### config.mk
export PLATFORM = sky130hd
export DESIGN_NAME = br_sched_rr_burst
export DESIGN_NICKNAME = d
export VERILOG_FILES = /design/src/rtl/br_math_pkg.sv /design/src/rtl/br_enc_bin2onehot.sv /design/src/rtl/br_sched_rr_burst.sv
export SDC_FILE = /design/constraint.sdc
export NUM_CORES = 1
export LEC_CHECK = 0
export BUFFER_PORTS_ARGS = -buffer_cell sky130_fd_sc_hd__buf_4
export CORE_MARGIN = 2
export CORE_UTILIZATION = 45
export CTS_CLUSTER_DIAMETER = 150
export DETAILED_ROUTE_END_ITERATION = 8
export PLACE_DENSITY = 0.68
export SLEW_MARGIN = 20
export SYNTH_ARGS = -nofsm -noshare
export SYNTH_HDL_FRONTEND = slang
export SYNTH_HIERARCHICAL = 1
export SYNTH_SLANG_ARGS = --single-unit
### constraint.sdc
create_clock -name clk -period 2.7 [get_ports clk]
set_input_delay 0.54 -clock clk [delete_from_list [all_inputs] [get_ports clk]]
set_output_delay 0.54 -clock clk [all_outputs]
set_load 0.03 [all_outputs]
### src/rtl/br_math_pkg.sv
// Shared width helpers for the br_* library.
package br_math;

  // Width needed to index 'value' items, never less than one bit.
  function automatic int clamped_clog2(input int value);
    return (value <= 1) ? 1 : $clog2(value);
  endfunction

endpackage

### src/rtl/br_enc_bin2onehot.sv
// Binary-to-onehot decoder; the output is all-zero when in_valid is low.
module br_enc_bin2onehot
  import br_math::*;
#(
  parameter int NumValues = 2,
  parameter int BinWidth = clamped_clog2(NumValues),
  parameter bit EnableAssertFinalNotValid = 1'b1
) (
  input  logic                 in_valid,
  input  logic [BinWidth-1:0]  in,
  output logic [NumValues-1:0] out
);

  always_comb begin
    out = '0;
    for (int i = 0; i < NumValues; i++) begin
      if (in_valid && (in == BinWidth'(i))) out[i] = 1'b1;
    end
  end

  // Catches a decoder still holding a live value when simulation ends.
  if (EnableAssertFinalNotValid) begin : g_final_check
    final begin
      assert (!in_valid);
    end
  end

endmodule

### src/rtl/br_sched_rr_burst.sv
// Round-robin burst scheduler: one requester owns the downstream port for a whole burst.
module br_sched_rr_burst
  import br_math::*;
#(
  parameter int NumRequesters = 4,
  parameter int MaxBurstLen = 8,
  parameter int IdxWidth = clamped_clog2(NumRequesters),
  parameter int CountWidth = $clog2(MaxBurstLen + 1)
) (
  input  logic                     clk,
  input  logic                     rst_n,
  input  logic [NumRequesters-1:0] req,
  input  logic [NumRequesters-1:0] req_last,
  output logic [NumRequesters-1:0] req_ready,
  output logic                     out_valid,
  input  logic                     out_ready,
  output logic [IdxWidth-1:0]      out_idx,
  output logic [NumRequesters-1:0] out_grant
);

  if (NumRequesters < 2) begin : g_bad_num_requesters
    $error("NumRequesters must be >= 2");
  end
  if (MaxBurstLen < 1) begin : g_bad_max_burst_len
    $error("MaxBurstLen must be >= 1");
  end

  typedef enum logic {IDLE, GRANT} state_e;

  localparam logic [IdxWidth-1:0] LastIdx = IdxWidth'(NumRequesters - 1);
  localparam logic [CountWidth-1:0] LastCount = CountWidth'(MaxBurstLen - 1);

  state_e state, state_next;
  logic [IdxWidth-1:0] grant_idx, grant_idx_next, ptr, ptr_next, ptr_release, arb_start;
  logic [CountWidth-1:0] count, count_next;
  logic [NumRequesters-1:0] arb_req;
  logic [IdxWidth:0] winner;
  logic beat, release_full, release_burst, do_arb;

  // Returns {found, index} of the first request at or after 'start', wrapping.
  function automatic logic [IdxWidth:0] pick(input logic [NumRequesters-1:0] r,
                                             input logic [IdxWidth-1:0] start);
    logic found;
    logic [IdxWidth-1:0] idx;
    int pos;
    found = 1'b0;
    idx = '0;
    for (int i = 0; i < NumRequesters; i++) begin
      pos = int'(start) + i;
      if (pos >= NumRequesters) pos -= NumRequesters;
      if (!found && r[pos]) begin
        found = 1'b1;
        idx = pos[IdxWidth-1:0];
      end
    end
    return {found, idx};
  endfunction

  assign out_valid = (state == GRANT) && req[grant_idx];
  assign out_idx = (state == GRANT) ? grant_idx : '0;
  assign req_ready = out_grant & {NumRequesters{out_ready}};
  assign beat = out_valid && out_ready;
  assign release_full = beat && (req_last[grant_idx] || (count == LastCount));
  assign release_burst = release_full || !req[grant_idx];
  assign ptr_release = (grant_idx == LastIdx) ? '0 : grant_idx + 1'b1;

  br_enc_bin2onehot #(
    .NumValues(NumRequesters),
    .BinWidth(IdxWidth),
    .EnableAssertFinalNotValid(1'b0)
  ) u_grant_dec (
    .in_valid(state == GRANT),
    .in(grant_idx),
    .out(out_grant)
  );

  always_ff @(posedge clk or negedge rst_n) begin
    if (!rst_n) begin
      state <= IDLE;
      grant_idx <= '0;
      ptr <= '0;
      count <= '0;
    end else begin
      state <= state_next;
      grant_idx <= grant_idx_next;
      ptr <= ptr_next;
      count <= count_next;
    end
  end

  // A finishing requester is masked so a completed burst hands over without a bubble.
  always_comb begin
    state_next = state;
    grant_idx_next = grant_idx;
    ptr_next = ptr;
    count_next = count;
    arb_req = req;
    arb_start = ptr;
    do_arb = 1'b0;
    case (state)
      IDLE: do_arb = |req;
      GRANT: begin
        if (beat) count_next = count + 1'b1;
        if (release_burst) begin
          ptr_next = ptr_release;
          arb_start = ptr_release;
          do_arb = 1'b1;
          if (release_full) arb_req[grant_idx] = 1'b0;
        end
      end
      default: state_next = IDLE;
    endcase
    winner = pick(arb_req, arb_start);
    if (do_arb) begin
      count_next = '0;
      if (winner[IdxWidth]) begin
        state_next = GRANT;
        grant_idx_next = winner[IdxWidth-1:0];
      end else begin
        state_next = IDLE;
      end
    end
  end

  a_grant_onehot0: assert property (@(posedge clk) disable iff (!rst_n) $onehot0(out_grant));
  a_valid_granted: assert property (@(posedge clk) disable iff (!rst_n)
    out_valid |-> out_grant[out_idx]);
  a_count_range: assert property (@(posedge clk) disable iff (!rst_n)
    count <= CountWidth'(MaxBurstLen));
  a_no_withdraw_stalled: assert property (@(posedge clk) disable iff (!rst_n)
    (state == GRANT && req[grant_idx] && !out_ready) |=> req[grant_idx]);

endmodule

==> results_dict.tcl <==
set metrics [dict create \
    synth_cells 90 \
    cts-buffers-inserted 3 \
    nets 129 \
    timing.rr.start "grant_idx[0]$_DFFE_PN0P_" \
    area.growth.synth_to_final_pct 23.23 \
    start_util_pct 46.44 \
    cts_hold_buf 0 \
    antenna_found_initial 0 \
    drc 0 \
    core-area_sq_um 1670 \
    p_sw_share_pct 49.84 \
    synthArstFlopShare_pct 100.0 \
    setup_violations 0 \
    combPwrFrac_pct 67.3 \
    route.antenna.remaining_nets 0 \
    cts_root_buf "clkbuf_4" \
    worstSetupPathType "reg -> reg" \
    crit_chain "mux4_2, inv_1, o31ai_1, mux2i_1, inv_1, o22ai_1, a21oi_1, a31o_1" \
    place_congestion 0.8075 \
    p_clk_share_pct 9.5 \
    synth-edff-count 0 \
    final.setup.tns_ps 0 \
    maxSlewHeadroom_pct 51.80 \
    synth_top_area_cell "dfrtp_1" \
    synth_area_per_cell_sq_um 8.619 \
    grt_pass1_wl_microns 2725 \
    dieArea_sq_um 2072 \
    cp-start-kind "flip-flop" \
    critPathMaxFanout 12 \
    ys_warn_count 6 \
    ys_types 35 \
    diodes 0 \
    synthesis.area_sq_um 775.7 \
    cp_slowest_stage_delay_ps 500 \
    worst_pin_slew_ps 715.4 \
    p_seq_share_pct 23.2 \
    synth_area_leaders "dfrtp_1 (29%), ha_1 (8.1%), nor2_1 (5.8%), mux2i_1 (5.2%), and2_1 (4.0%)" \
    vias 719 \
    p_leak_nw 0.4502 \
    io_pins 22 \
    cp.required_ps 2840 \
    dr.pass1.iters 4 \
    clk_pin_slew_ps 60 \
    htreeDepth 1 \
    clock_skew_ps 4.952 \
    dpl.cell_count 125 \
    cap_violations 0 \
    viasPerCell 5.574 \
    grt_pass1_vias 656 \
    synth-seq-area-share_pct 29.03 \
    worstSkewPairLatency_ps 260 \
    grt_max_degree 13 \
    rows 15 \
    drt_iter0_markers 19 \
    crit_start "grant_idx[0]$_DFFE_PN0P_" \
    netlist_top_cells_count "nor2_1 (12), dfrtp_1 (9), nand2_1 (7)" \
    synthFlopType "dfrtp_1" \
    layout.cells.non_filler 129 \
    period_share_pct 91.18 \
    routed_wl_microns 1670 \
    grt_usage_pct 18.07 \
    cpMaxStageDelayCell "dfrtp_2" \
    p_int_uw 525.4 \
    finalHoldViolations 0 \
    die_width_microns 45.52 \
    worst-endpoint-arrival_ps 2600 \
    endpoint_kind "flip-flop" \
    p_per_area_nw_per_um2 1096 \
    max_freq_ghz 0.4062 \
    status "complete, no violations" \
    port_buffers 21 \
    drive_gt1_share_pct 28.57 \
    min_path_type "in -> async" \
    clockBufferDepth 2 \
    finalMaxSlewViolations 0 \
    post-route-min-period_ps 2462 \
    detailed_place_hpwl_microns 1320 \
    ys_ff_latch 9 \
    synth_top_area_share_pct 29.03 \
    p_sw_uw 521.9 \
    clkSinkCount 9 \
    peakVddDrop_v 0.0006506 \
    synth.most_common_cell "nor2_1" \
    dieHeight_microns 45.52 \
    critPathMostFrequentCell "inv_1" \
    wire_per_inst_microns 12.95 \
    cts_tree "done" \
    syn_nets 106 \
    rsz0062_at_grt "no" \
    gr-total-overflow 0 \
]
cells by family (layout without fill, tap and decap cells):
group	Yosys count	in the layout	synth area share, %
and+or+nand+nor	44	44	31.29
AOI/OAI and AO/OA	17	17	15.49
DFF	9	9	29.03
buffers and inverters	8	30	5.806
adders and majority gates	5	5	8.065
muxes	5	5	8.065
xor gates and xnor gates	2	2	2.258
worst paths after layout:
path	to	slack, ps	cells after the start
max in group asynchronous	grant_idx[0]$_DFFE_PN0P_	2470	1
worst min register to register	count[1]$_DFFE_PN0P_	570	2
worst max-delay path	grant_idx[0]$_DFFE_PN0P_	240	8
min in group clk	count[1]$_DFFE_PN0P_	570	2
worst max register to register	grant_idx[0]$_DFFE_PN0P_	240	8
worst min-delay path	count[3]$_DFFE_PN0P_	90	1
cell type report:
type | instances | area (sq um)
Fill cell | 166 | 714.4
Multi-Input combinational cell | 73 | 505.5
Timing Repair Buffer | 21 | 157.7
Clock buffer | 4 | 26.28
Tap cell | 17 | 21.27
Inverter | 5 | 18.77
Sequential cell | 9 | 226.5
critical path, delay by kind of cell, from the launching register on:
family,cells,cell delay (ps)
multiplexers,2,770
AO/OA/AOI/OAI,4,890
flip-flops,1,500
buffers and inverters,2,190
metal layers:
metal | track usage [%] | part of all wire (%)
met5 | 0 | 0
met3 | 4.762 | 6.5
met1 | 22.00 | 44
met2 | 31.83 | 50
met4 | 3.529 | 0
repair_timing:
item	CTS	global route
resized for setup	0	1
buffers inserted	0	0
endpoints found under the setup margin	0	2
per-stage QoR:
step | cell area, sq um | power, mW | hold slack (ps) | setup slack, ps | util, %
after CTS | 954.7 | 1.053 | 81.38 | 161.6 | 57.15
after global routing | 955.9 | 1.128 | 78.31 | 122.1 | 57.23
after floorplan | 775.7 | 0.7792 | 244.4 | 392.9 | -
final | 955.9 | 1.047 | 87.96 | 238.0 | 57.23
after global placement | 928.4 | 0.9388 | 363.4 | 227.4 | 55.58
after detailed placement | 928.4 | 0.9489 | 363.7 | 173.0 | 55.58
cells in the final DEF, fill, tap and decap left out, types with 2 or more instances in the layout:
cell type	instances
buf_4	21
nor2_1	12
dfrtp_1	8
nand2_1	7
o21ai_0	6
inv_1	5
and2_1	5
ha_1	5
mux2i_1	4
nor3_1	3
nand3_1	3
a21oi_1	3
clkbuf_4	3
a31o_1	2
xor2_1	2
and3b_1	2
power groups by stage:
| stage | Sequential [mW] | Combinational (mW) | Clock [mW] |
|---|---|---|---|
| after global placement | 0.240 | 0.699 | 0 |
| final | 0.243 | 0.705 | 0.0996 |
| after CTS | 0.242 | 0.706 | 0.105 |
| after detailed placement | 0.244 | 0.705 | 0 |
| after global routing | 0.253 | 0.763 | 0.112 |
| after floorplan | 0.215 | 0.565 | 0 |
state kept, by name, indices dropped and copies added, names as in the netlist:
register and cells:
state 1, ptr 2, count 4, grant_idx 2
Power figures use the tool's default switching activity.
